## src/rtl/frame_sched_pkg.sv

```systemverilog
// ---------------------------------------------------------------------------
// frame_sched_pkg
// Shared types and constants for the triple-buffer frame scheduler.
//   slot_t         : 2-bit image slot index (0..2)
//   sched_state_t  : scheduler FSM states IDLE / FILL / STREAM
//   W0 / P0 / R0   : slot assignment after reset or while disabled
//   IMAGE_SIZE_DEFAULT : pixels per slot (80*48)
// ---------------------------------------------------------------------------
package frame_sched_pkg;

    typedef logic [1:0] slot_t;

    typedef enum logic [1:0] {
        IDLE   = 2'd0,
        FILL   = 2'd1,
        STREAM = 2'd2
    } sched_state_t;

    localparam slot_t W0 = 2'd0;
    localparam slot_t P0 = 2'd1;
    localparam slot_t R0 = 2'd2;

    localparam int IMAGE_SIZE_DEFAULT = 3840;

endpackage

```

## src/rtl/sat_counter.sv

```systemverilog
// ---------------------------------------------------------------------------
// sat_counter
// Up counter that sticks at all-ones instead of wrapping.
//   rgb_clk : clock
//   nrst    : asynchronous active-low reset, clears the count
//   inc     : add one this cycle (ignored once saturated)
//   count   : current value
// ---------------------------------------------------------------------------
module sat_counter #(
    parameter int WIDTH = 16
) (
    input  logic             rgb_clk,
    input  logic             nrst,
    input  logic             inc,
    output logic [WIDTH-1:0] count
);

    logic [WIDTH-1:0] count_reg;

    always_ff @(posedge rgb_clk or negedge nrst) begin
        if (!nrst) begin
            count_reg <= '0;
        end else if (inc && (count_reg != {WIDTH{1'b1}})) begin
            count_reg <= count_reg + WIDTH'(1);
        end
    end

    assign count = count_reg;

endmodule

```

## src/rtl/frame_scheduler.sv

```systemverilog
// ---------------------------------------------------------------------------
// frame_scheduler
// Triple-buffer slot manager for the pixel frame RAM. Three slots rotate
// between writer (W), pending/latest-complete (P) and reader (R); writer and
// reader never share a slot. All outputs are registered.
//
// Ports:
//   rgb_clk        : sole clock
//   nrst           : asynchronous active-low reset
//   enable         : scheduler runs only while high
//   wr_frame_done  : writer finished an image in wr_slot (one event per cycle)
//   rd_frame_req   : reader starts a new image (one event per cycle)
//   wr_slot/rd_slot: slots owned by writer / reader
//   wr_base/rd_base: slot * IMAGE_SIZE
//   rd_frame_new   : 1-cycle flag after an accepted request; 1 = new image
//   stream_ready   : high while at least one complete image exists
//   dropped_cnt    : completed images overwritten before being read
//   repeat_cnt     : read requests served with a stale image
//
// Build option: define FRAME_SCHED_STATS_EN to implement the two saturating
// statistics counters; otherwise both outputs are tied to zero.
// ---------------------------------------------------------------------------
module frame_scheduler
    import frame_sched_pkg::*;
#(
    parameter int RAM_ADDR_WIDTH = 32,
    parameter int IMAGE_SIZE     = IMAGE_SIZE_DEFAULT,
    parameter int STAT_WIDTH     = 16
) (
    input  logic                      rgb_clk,
    input  logic                      nrst,
    input  logic                      enable,
    input  logic                      wr_frame_done,
    input  logic                      rd_frame_req,
    output logic [1:0]                wr_slot,
    output logic [1:0]                rd_slot,
    output logic [RAM_ADDR_WIDTH-1:0] wr_base,
    output logic [RAM_ADDR_WIDTH-1:0] rd_base,
    output logic                      rd_frame_new,
    output logic                      stream_ready,
    output logic [STAT_WIDTH-1:0]     dropped_cnt,
    output logic [STAT_WIDTH-1:0]     repeat_cnt
);

    localparam logic [RAM_ADDR_WIDTH-1:0] BASE1 = RAM_ADDR_WIDTH'(IMAGE_SIZE);
    localparam logic [RAM_ADDR_WIDTH-1:0] BASE2 = RAM_ADDR_WIDTH'(2 * IMAGE_SIZE);

    // Constant-only slot-to-address mux; slot 3 never occurs.
    function automatic logic [RAM_ADDR_WIDTH-1:0] base_of(input slot_t s);
        case (s)
            2'd1:    base_of = BASE1;
            2'd2:    base_of = BASE2;
            default: base_of = '0;
        endcase
    endfunction

    sched_state_t state_reg, state_next;
    slot_t        w_slot_reg, w_slot_next;
    slot_t        p_slot_reg, p_slot_next;
    slot_t        r_slot_reg, r_slot_next;
    logic         fresh_reg, fresh_next;
    logic         rd_frame_new_reg, rd_frame_new_next;
    logic         stream_ready_reg;
    logic [RAM_ADDR_WIDTH-1:0] wr_base_reg, rd_base_reg;

    // State and datapath registers
    always_ff @(posedge rgb_clk or negedge nrst) begin
        if (!nrst) begin
            state_reg        <= IDLE;
            w_slot_reg       <= W0;
            p_slot_reg       <= P0;
            r_slot_reg       <= R0;
            fresh_reg        <= 1'b0;
            rd_frame_new_reg <= 1'b0;
            stream_ready_reg <= 1'b0;
            wr_base_reg      <= base_of(W0);
            rd_base_reg      <= base_of(R0);
        end else begin
            state_reg        <= state_next;
            w_slot_reg       <= w_slot_next;
            p_slot_reg       <= p_slot_next;
            r_slot_reg       <= r_slot_next;
            fresh_reg        <= fresh_next;
            rd_frame_new_reg <= rd_frame_new_next;
            stream_ready_reg <= (state_next == STREAM);
            wr_base_reg      <= base_of(w_slot_next);
            rd_base_reg      <= base_of(r_slot_next);
        end
    end

    // Next-state logic
    always_comb begin
        state_next = state_reg;
        if (!enable) begin
            state_next = IDLE;
        end else begin
            case (state_reg)
                IDLE:    state_next = FILL;
                FILL:    if (wr_frame_done) state_next = STREAM;
                STREAM:  state_next = STREAM;
                default: state_next = IDLE;
            endcase
        end
    end

    // Slot rotation. In STREAM a same-cycle done+request is resolved as the
    // done swap followed by the request swap, so the request always sees a
    // fresh image and the reader gets the one just completed.
    always_comb begin
        w_slot_next       = w_slot_reg;
        p_slot_next       = p_slot_reg;
        r_slot_next       = r_slot_reg;
        fresh_next        = fresh_reg;
        rd_frame_new_next = 1'b0;
        if (!enable) begin
            w_slot_next = W0;
            p_slot_next = P0;
            r_slot_next = R0;
            fresh_next  = 1'b0;
        end else begin
            case (state_reg)
                FILL: begin
                    if (wr_frame_done) begin
                        w_slot_next = p_slot_reg;
                        p_slot_next = w_slot_reg;
                        fresh_next  = 1'b1;
                    end
                end
                STREAM: begin
                    if (wr_frame_done) begin
                        w_slot_next = p_slot_reg;
                        p_slot_next = w_slot_reg;
                        fresh_next  = 1'b1;
                    end
                    if (rd_frame_req && fresh_next) begin
                        r_slot_next       = p_slot_next;
                        p_slot_next       = r_slot_reg;
                        fresh_next        = 1'b0;
                        rd_frame_new_next = 1'b1;
                    end
                end
                default: ;
            endcase
        end
    end

    assign wr_slot      = w_slot_reg;
    assign rd_slot      = r_slot_reg;
    assign wr_base      = wr_base_reg;
    assign rd_base      = rd_base_reg;
    assign rd_frame_new = rd_frame_new_reg;
    assign stream_ready = stream_ready_reg;

`ifdef FRAME_SCHED_STATS_EN
    logic drop_inc;
    logic repeat_inc;

    // A done while P is still unread overwrites that image. A lone request
    // with nothing fresh re-serves the reader's current image.
    assign drop_inc   = enable && (state_reg == STREAM) && wr_frame_done && fresh_reg;
    assign repeat_inc = enable && (state_reg == STREAM) && rd_frame_req &&
                        !wr_frame_done && !fresh_reg;

    sat_counter #(.WIDTH(STAT_WIDTH)) u_dropped_cnt (
        .rgb_clk (rgb_clk),
        .nrst    (nrst),
        .inc     (drop_inc),
        .count   (dropped_cnt)
    );

    sat_counter #(.WIDTH(STAT_WIDTH)) u_repeat_cnt (
        .rgb_clk (rgb_clk),
        .nrst    (nrst),
        .inc     (repeat_inc),
        .count   (repeat_cnt)
    );
`else
    assign dropped_cnt = '0;
    assign repeat_cnt  = '0;
`endif

endmodule

```

## config.mk

```make
export PLATFORM = sky130hd
export DESIGN_NAME = frame_scheduler
export DESIGN_NICKNAME = d
export VERILOG_FILES = /design/src/rtl/frame_sched_pkg.sv /design/src/rtl/sat_counter.sv /design/src/rtl/frame_scheduler.sv
export SDC_FILE = /design/constraint.sdc
export NUM_CORES = 1
export LEC_CHECK = 0
export ABC_AREA = 1
export BUFFER_PORTS_ARGS = -buffer_cell sky130_fd_sc_hd__buf_2
export CAP_MARGIN = 20
export CORE_ASPECT_RATIO = 2
export CORE_MARGIN = 4
export CORE_UTILIZATION = 30
export CTS_BUF_LIST = sky130_fd_sc_hd__clkbuf_8
export DETAILED_ROUTE_END_ITERATION = 10
export GPL_ROUTABILITY_DRIVEN = 0
export HOLD_SLACK_MARGIN = 0.15
export PLACE_DENSITY_LB_ADDON = 0.2
export SLEW_MARGIN = 20
export SYNTH_ARGS = -nofsm -noshare
export SYNTH_HDL_FRONTEND = slang
export SYNTH_HIERARCHICAL = 1
export SYNTH_SLANG_ARGS = --single-unit
```

## constraint.sdc

```tcl
create_clock -name rgb_clk -period 3.7 [get_ports rgb_clk]
set_clock_uncertainty 0.2 [all_clocks]
set_input_delay 0.185 -clock rgb_clk [delete_from_list [all_inputs] [get_ports rgb_clk]]
set_output_delay 0.185 -clock rgb_clk [all_outputs]
set_load 0.02 [all_outputs]
```

==> out/results.tsv, run 1 <==
stage	metric	value	unit
sta	Max Clock Freq	0.532	GHz
worst_setup_path	CP required	3.65	ns
detailed_routing	via count	905	
logic_synthesis	synthesized instance count	190	
finish	layout cell share with drive strength beyond 1	0.185	
pwr	Power Density	381	nW/um^2
job	Max-Cap Viols	0	
finish	NumNets Final	225	
detailed_routing	WL/cell	9.07	microns
detailed_routing	Total Routed Length	2430	microns
pwr	peak supply drop	0.000174	V
floorplan	Initial Util	0.313	
cts	number of CTS-inserted buffers	3	
cts	worst skew pair latency	0.25	ns
worst_setup_path	Worst setup SP type	register	
cts	clock slew seen by the registers of the worst setup and hold paths	0.07	ns
finish	ANT cells	0	
logic_synthesis	Yosys cell types	17	
global_routing	largest net degree at the start of global routing	18	
detailed_routing	first-pass detailed-route iteration total	3	
logic_synthesis	mean cell area of the mapped netlist	8.17	sq um
global_routing	gr ovfl total	0	
pwr	Power, Total	547	uW
sta	final hold violations	0	
worst_setup_path	Critical Path Sink Type	register	
place	number of I/O port buffers	20	
detailed_routing	Residual DRC	0	
detailed_routing	ANT nets after route	0	
detailed_routing	1st-iter DRT viols	5	
sta	post-route setup slack	1.82	ns
finish	# fillers	561	
cts	clock buffer depth	2	
floorplan	row count	36	
global_routing	initial antenna violation count	0	
global_routing	first-pass GRT wire length	3420	microns
status	status	completed	
worst_setup_path	maximum net fanout on the critical path	6	
cts	CTS tree	built	
logic_synthesis	Synth Cell Area	1550	sq um
sta	endpoints failing setup	0	
sta	unrepaired setup endpoints after global routing	no	
floorplan	Die Area	6460	sq um
global_routing	vias in the first global route	767	
place	HPWL after DPL	2060	microns
logic_synthesis	warnings from Yosys	6	
global_routing	gr usage total	0.0709	
place	pre-CTS setup slack	1.82	ns
cts	CTS Root Buffer Type	clkbuf_8	
pwr	Leak	0.910	nW
cts	Clock Sinks	17	
logic_synthesis	FF+latch count, synth	17	
logic_synthesis	Seq/Total Area, Yosys	0.277	
detailed_routing	DR vias/cell	3.38	
sta	fin crit share	0.508	
worst_setup_path	Setup CP Type	register to register	
worst_setup_path	Arr. time, crit path	1.83	ns
sta	Tmin final	1.88	ns
floorplan	Die W	58.9	microns
floorplan	DIE HEIGHT	110	microns
floorplan	core footprint	4950	sq um
worst_hold_path	HP Class	input port to register	
sta	pins over their slew limit	0	
finish	area grow syn2layout	-7.50	%
floorplan	num ports	107	
sta	Total Neg Setup Slack	0	ns
cts	H-tree depth	1	
==> power by group <==
part	total, mW	switching, mW	internal [mW]
Combinational	0.188	0.151	0.0367
Clock	0.141	0.0664	0.0747
Sequential	0.218	0.0126	0.206
Total	0.547	0.230	0.317
==> stage by stage <==
stage,hold slack [ns],cells,utilization,instance area [sq um]
after floorplan,-0.311,275,-,1870
after global placement,-0.0609,261,0.274,1360
after detailed placement,-0.0618,261,0.274,1360
after CTS,0.155,268,0.290,1440
after global routing,0.179,268,0.290,1440
final,0.153,268,0.290,1440
==> cell families (layout without fill, tap and decap cells) <==
group,count (synthesis),count (layout),share of synthesized area
buffers and inverters,110,46,0.486
and+or+nand+nor,51,51,0.158
DFF,17,17,0.277
adders and majority gates,8,8,0.0645
AOI/OAI and AO/OA,3,3,0.0113
other,1,86,0.00242
==> routing by layer <==
| metal | part of all wire | vias to the layer above | global-route usage |
|---|---|---|---|
| li1 | - | 436 | - |
| met1 | 0.28 | 390 | 0.0678 |
| met2 | 0.54 | 73 | 0.129 |
| met3 | 0.16 | 6 | 0.0188 |
| met4 | 0.024 | 0 | 0.0438 |
| met5 | 0 | - | 0 |
==> cell usage in the layout (no fill, tap or decap) <==
cell           instances
o21ai_0                2
buf_2                 20
ha_1                   8
dlygate4sd3_1          3
nor2_2                 1
nand3_1                8
inv_1                 18
nand3_2                2
nand2_2                5
nor3_1                 1
nand2_4                2
conb_1                86
nor2_1                 9
dfstp_2                4
nand2_1               23
clkbuf_8               3
clkinv_2               1
dfrtp_1               13
o21a_1                 1
inv_2                  1
==> synth_stat cells <==
| library cell | count | area [sq um] |
|---|---|---|
| buf_4 | 91 | 683 |
| conb_1 | 1 | 3.75 |
| dfrtp_1 | 13 | 325 |
| dfstp_2 | 4 | 105 |
| ha_1 | 8 | 100 |
| inv_1 | 18 | 67.6 |
| inv_2 | 1 | 3.75 |
| nand2_1 | 23 | 86.3 |
| nand2_2 | 5 | 31.3 |
| nand2_4 | 2 | 22.5 |
| nand3_1 | 8 | 40.0 |
| nand3_2 | 2 | 20.0 |
| nor2_1 | 9 | 33.8 |
| nor2_2 | 1 | 6.26 |
| nor3_1 | 1 | 5.00 |
| o21a_1 | 1 | 7.51 |
| o21ai_0 | 2 | 10.0 |
==> what timing repair did <==
item / CTS / global route
setup buffers: 0 / 0
hold buffers: 3 / 0
hold endpoints to repair: 27 / 0
resized for setup: 0 / 0
==> path summary, 6_finish.rpt <==
path                                         from                        end  slack, ns  cells past startpoint
setup / recovery           state_reg[0]$_DFF_PN0_      wr_base[11]$_DFF_PN0_       1.82                      9
hold / removal                      wr_frame_done     state_reg[1]$_DFF_PN0_       0.15                      5
setup reg to reg           state_reg[0]$_DFF_PN0_      wr_base[11]$_DFF_PN0_       1.82                      9
hold reg to reg              rd_slot[1]$_DFF_PN1_       rd_slot[1]$_DFF_PN1_       0.32                      2
max in group asynchronous                    nrst  p_slot_reg[0]$_DFFE_PN1P_       2.81                      2
min in group asynchronous                    nrst       rd_slot[0]$_DFF_PN0_       0.17                      2
==> critical path, stage by stage, from the launching register on <==
cell and delay (ns):
dfrtp_1 0.44, inv_1 0.09, ha_1 0.28, nand2_1 0.07, inv_1 0.07, o21ai_0 0.07
nor2_1 0.18, inv_1 0.07, ha_1 0.27, inv_1 0.03
==> area by class of cell <==
type / count / area (sq um) / share of cell area
Sequential cell: 17 / 430 / 0.300
Timing Repair Buffer: 23 / 130 / 0.0907
Multi-Input combinational cell: 148 / 686 / 0.478
Tap cell: 57 / 71.3 / 0.0497
Inverter: 19 / 71.3 / 0.0497
Clock inverter: 1 / 5.00 / 0.00349
Clock buffer: 3 / 41.3 / 0.0288
Note: power is estimated with default switching activity, not from simulation.
==> run 2: changes to the inputs <==
clock period = 1.56 ns   (was 3.7 ns; I/O delays follow)
==> run 2 against run 1 <==
Net effect:
- the run now ends with negative setup slack left
- cell count up 7.8%
- sequential power up 140%
- worst setup slack worse by 2.0 ns
- sequential share of layout area down 6.1 points
- core utilization up 7.4 points
- critical path depth unchanged
- routed wire length up 16%
- die area unchanged
- register-to-register slack worse by 2.0 ns
- clock-buffer cell count unchanged
- first-iteration DRC count up 100%
- fmax up 10%
==> out/results.tsv, run 2 (same netlist as run 1, synthesis figures left out) <==
stage	metric	value	unit
finish	most frequent cells in the layout	conb_1, buf_2, nand2_1	
worst_setup_path	r2r worst-path depth	9	
cts	Clock Sinks	17	
job	Max-Cap Viols	0	
sta	post-route setup slack	-0.142	ns
worst_hold_path	Hold Startpoint	enable	
sta	final hold slack	0.0824	ns
cts	clock slew seen by the registers of the worst setup and hold paths	0.07	ns
global_routing	gr usage total	0.0820	
worst_setup_path	Arr. time, crit path	1.70	ns
floorplan	Initial Util	0.313	
sta	Max Clock Freq	0.588	GHz
pwr	Leak	1.04	nW
worst_setup_path	crit path launch	state_reg[1]$_DFF_PN0_	
worst_setup_path	maximum net fanout on the critical path	3	
floorplan	DIE HEIGHT	110	microns
pwr	Power Density	809	nW/um^2
status	status	finished with violations	
sta	Tmin final	1.70	ns
place	HPWL after DPL	2240	microns
worst_setup_path	r2r endpoint	rd_base[11]$_DFF_PN1_	
worst_setup_path	Critical Path Sink	rd_base[11]$_DFF_PN1_	
finish	layout cell share with drive strength beyond 1	0.362	
floorplan	core footprint	4950	sq um
global_routing	vias in the first global route	861	
detailed_routing	1st-iter DRT viols	10	
sta	pins over their slew limit	0	
finish	NumNets Final	246	
worst_setup_path	Worst setup SP type	register	
floorplan	Die W	58.9	microns
sta	fin crit share	1.09	
finish	area grow syn2layout	16.1	%
worst_setup_path	CP required	1.56	ns
cts	clock buffer depth	2	
cts	CTS Root Buffer Type	clkbuf_8	
global_routing	initial antenna violation count	0	
detailed_routing	Residual DRC	0	
finish	commonest non-fill, non-tap cell in the layout	conb_1	
cts	CTS tree	built	
worst_setup_path	Reg2Reg Setup Slack	-0.14	ns
floorplan	num ports	107	
finish	ANT cells	0	
sta	final hold violations	0	
detailed_routing	DR vias/cell	3.55	
cts	worst skew pair latency	0.26	ns
worst_setup_path	Setup CP Type	register to register	
global_routing	gr ovfl total	0	
sta	unrepaired setup endpoints after global routing	yes	
status	failing checks	negative setup slack	
worst_setup_path	Critical Path Sink Type	register	
detailed_routing	WL/cell	9.73	microns
detailed_routing	first-pass detailed-route iteration total	3	
pwr	peak supply drop	0.000365	V
floorplan	Die Area	6460	sq um
global_routing	first-pass GRT wire length	3810	microns
finish	post-route cell area	1800	sq um
worst_hold_path	HP Class	input port to register	
place	number of I/O port buffers	20	
global_routing	largest net degree at the start of global routing	18	
detailed_routing	Total Routed Length	2810	microns
place	DP Area	1440	sq um
floorplan	row count	36	
cts	H-tree depth	1	
detailed_routing	ANT nets after route	0	
detailed_routing	via count	1026	
worst_setup_path	reg-to-reg startpoint	state_reg[1]$_DFF_PN0_	
sta	endpoints failing setup	9	
cts	number of CTS-inserted buffers	3	
run 2: changes by cell type in the layout (fill, tap and decap cells not counted), moves of 5 or more:
cell	before	now
inv_1	18	12
buf_4	0	10
nand2_1	23	18
buf_6	0	8
inv_2	1	6
nand3_1	8	3
run 2: stage by stage:
step	power, mW	TNS, ns	cells	setup slack (ns)	util
2_1_floorplan	1.06	-0.334	275	-0.164	-
3_3_place_gp	1.01	-0.528	271	-0.139	0.290
3_5_place_dp	1.01	-0.597	271	-0.156	0.290
6_report	1.46	-0.518	289	-0.142	0.364
5_1_grt	1.54	-1.20	289	-0.206	0.364
4_1_cts	1.39	-0.289	281	-0.123	0.322
run 2: how the worst min path moves through the flow:
stage	to	cells past startpoint
after floorplan	fresh_reg$_DFFE_PN0P_	0
after global placement	rd_frame_new$_DFF_PN0_	1
after detailed placement	rd_frame_new$_DFF_PN0_	1
after CTS	wr_slot[1]$_DFF_PN0_	3
after global routing	wr_slot[1]$_DFF_PN0_	4
final	wr_base[11]$_DFF_PN0_	6
run 2: layout make-up:
type / instances / area, sq um
fill: 510 / 3150
multi-input combinational: 148 / 855
sequential: 17 / 430
timing repair buffer: 44 / 325
inverter: 19 / 73.8
tap: 57 / 71.3
clock buffer: 3 / 41.3
clock inverter: 1 / 5.00
run 2: metal layers:
| metal | wire length [microns] | GRT usage | part of all wire | vias to the layer above |
|---|---|---|---|---|
| met5 | 0 | 0 | 0 | - |
| met4 | 70 | 0.0600 | 0.025 | 0 |
| met3 | 383 | 0.0141 | 0.14 | 5 |
| met2 | 1640 | 0.164 | 0.58 | 75 |
| met1 | 716 | 0.0655 | 0.25 | 469 |
| li1 | - | - | - | 477 |
run 2: report_power, final:
| group | internal, mW | leakage (nW) | switching, mW |
|---|---|---|---|
| registers | 0.488 | 0.218 | 0.0280 |
| logic | 0.179 | 0.797 | 0.423 |
| clock network | 0.178 | 0.0255 | 0.161 |
| total | 0.845 | 1.04 | 0.613 |
run 2: timing repair:
action | CTS | global route
hold endpoints to repair | 31 | 5
hold buffers | 5 | 1
endpoints found under the setup margin | 10 | 11
pin swaps | 5 | 20
setup buffers | 1 | 7
gates resized for setup | 12 | 33
run 2: critical path, cell delays in order (launching register included):
cell     delay [ns]
dfrtp_1        0.40
buf_6          0.12
buf_6          0.11
ha_4           0.17
nand2_4        0.11
nor2_4         0.05
nand2_2        0.10
nand3_4        0.09
ha_4           0.27
inv_2          0.02
==> run 3: changes to the inputs <==
SKIP_LAST_GASP = 1   (was unset)
TNS_END_PERCENT = 1   (was unset)
==> run 3 against run 2 <==
Net effect:
- the flow still finishes with violations (negative setup slack)
- register-to-register slack better by 0.07 ns
- routed wire length is 4.3% lower
- cell count is 2.1% lower
- via count is 4.5% lower
- highest routed layer unchanged
- die area stayed put
- core utilization is 4.1 points lower
- worst setup slack better by 0.068 ns
- global-route usage is 0.17 points lower
==> out/results.tsv, run 3 (same netlist as run 1, synthesis figures left out) <==
stage	metric	value	unit
detailed_routing	Residual DRC	0	
floorplan	Die W	58.9	microns
pwr	Int Pwr	809	uW
global_routing	gr ovfl total	0	
pwr	Leak	0.984	nW
place	DP Area	1440	sq um
global_routing	vias in the first global route	861	
cts	clock buffer depth	2	
detailed_routing	via count	980	
detailed_routing	Total Routed Length	2690	microns
floorplan	Initial Util	0.313	
floorplan	DIE HEIGHT	110	microns
worst_hold_path	HP Class	input port to register	
detailed_routing	DR vias/cell	3.46	
pwr	Power, Total	1.39	mW
finish	FF/Latch Area	430	sq um
place	number of I/O port buffers	20	
cts	clock slew seen by the registers of the worst setup and hold paths	0.07	ns
worst_setup_path	CP required	1.51	ns
finish	NumNets Final	240	
global_routing	gr usage total	0.0803	
floorplan	core footprint	4950	sq um
global_routing	largest net degree at the start of global routing	18	
cts	number of CTS-inserted buffers	3	
detailed_routing	1st-iter DRT viols	9	
finish	post-route cell area	1600	sq um
finish	# fillers	539	
sta	Max Clock Freq	0.612	GHz
cts	worst skew pair latency	0.26	ns
finish	multi-input logic area	732	sq um
sta	pins over their slew limit	0	
floorplan	row count	36	
worst_setup_path	Worst setup SP type	register	
global_routing	first-pass GRT wire length	3850	microns
cts	CTS tree	built	
finish	area grow syn2layout	3.06	%
finish	commonest non-fill, non-tap cell in the layout	conb_1	
sta	Tmin final	1.63	ns
cts	Clock Sinks	17	
worst_setup_path	Setup CP Type	register to register	
detailed_routing	first-pass detailed-route iteration total	4	
sta	post-route setup slack	-0.0744	ns
floorplan	Die Area	6460	sq um
sta	final hold violations	0	
detailed_routing	WL/cell	9.51	microns
status	failing checks	negative setup slack	
pwr	Power Density	870	nW/um^2
floorplan	num ports	107	
pwr	sw frac	0.419	
finish	ANT cells	0	
worst_setup_path	maximum net fanout on the critical path	3	
sta	endpoints failing setup	4	
finish	most frequent cells in the layout	conb_1, nand2_1, buf_2	
sta	fin crit share	1.05	
finish	layout cell share with drive strength beyond 1	0.283	
sta	unrepaired setup endpoints after global routing	yes	
status	status	finished with violations	
worst_setup_path	Critical Path Sink Type	register	
cts	CTS Root Buffer Type	clkbuf_8	
pwr	peak supply drop	0.000310	V
pwr	clock network power share	0.244	
worst_setup_path	Arr. time, crit path	1.59	ns
cts	H-tree depth	1	
pwr	Net Switching	582	uW
place	HPWL after DPL	2220	microns
pwr	Logic pwr share	0.386	
detailed_routing	ANT nets after route	0	
pwr	Seq pwr share	0.370	
global_routing	initial antenna violation count	0	
job	Max-Cap Viols	0	
==> run 3: changes by cell type in the layout (fill, tap and decap cells not counted), sizes merged <==
cell,delta
buf,-5
dlygate4sd3,-1
==> run 3: what timing repair did <==
| item | 4_1_cts | 5_1_grt |
|---|---|---|
| gates resized for setup | 14 | 1 |
| endpoints found under the setup margin | 10 | 12 |
| pin swaps | 5 | 0 |
| endpoints found under the hold margin | 30 | 9 |
| hold buffers | 4 | 1 |
| setup buffers | 2 | 0 |
==> run 3: area by class of cell <==
type | count | share of cell area
multi-input cells | 148 | 0.458
flip-flops and latches | 17 | 0.269
repair buffers | 38 | 0.155
inverters | 19 | 0.0446
well taps | 57 | 0.0446
clock buffers | 3 | 0.0258
clock inverters | 1 | 0.00313
==> run 3: path summary, 6_finish.rpt <==
check	start	to	slack, ns	cells past startpoint
max in group asynchronous	nrst	rd_base[11]$_DFF_PN1_	0.22	3
min in group asynchronous	nrst	rd_frame_new$_DFF_PN0_	0.62	3
setup / recovery	state_reg[0]$_DFF_PN0_	wr_base[11]$_DFF_PN0_	-0.07	9
hold / removal	wr_frame_done	state_reg[1]$_DFF_PN0_	0.06	5
hold reg to reg	fresh_reg$_DFFE_PN0P_	fresh_reg$_DFFE_PN0P_	0.32	2
setup reg to reg	state_reg[0]$_DFF_PN0_	wr_base[11]$_DFF_PN0_	-0.07	9
==> run 3: critical path: stages, from the launching register on <==
cell,delay [ns]
dfrtp_1,0.36
inv_2,0.07
ha_4,0.27
nand2_4,0.05
inv_2,0.06
o21ai_2,0.05
nor2_2,0.12
inv_1,0.06
ha_1,0.27
inv_1,0.03
==> run 3: metal layers <==
metal / GRT usage / routed length [microns]
met1: 0.0712 / 710
met2: 0.166 / 1570
met3: 0.0153 / 384
met4: 0.0292 / 31
met5: 0 / 0
==> run 3: per-stage QoR <==
stage / std cells / setup WS (ns) / TNS (ns) / utilization / hold slack (ns)
6_report: 283 / -0.0744 / -0.189 / 0.323 / 0.0613
5_1_grt: 283 / -0.192 / -1.16 / 0.323 / 0.107
4_1_cts: 282 / -0.0788 / -0.225 / 0.320 / -0.0547
3_5_place_dp: 272 / -0.197 / -0.989 / 0.291 / -0.162
3_3_place_gp: 272 / -0.181 / -0.853 / 0.291 / -0.164
2_1_floorplan: 275 / -0.164 / -0.360 / - / -0.418
==> run 3: power by group through the flow <==
stage	clock, mW	sequential, mW	combinational (mW)
4_1_cts	0.355	0.516	0.533
3_5_place_dp	0	0.522	0.487
3_3_place_gp	0	0.522	0.487
5_1_grt	0.375	0.522	0.593
6_report	0.340	0.514	0.538
2_1_floorplan	0	0.557	0.505
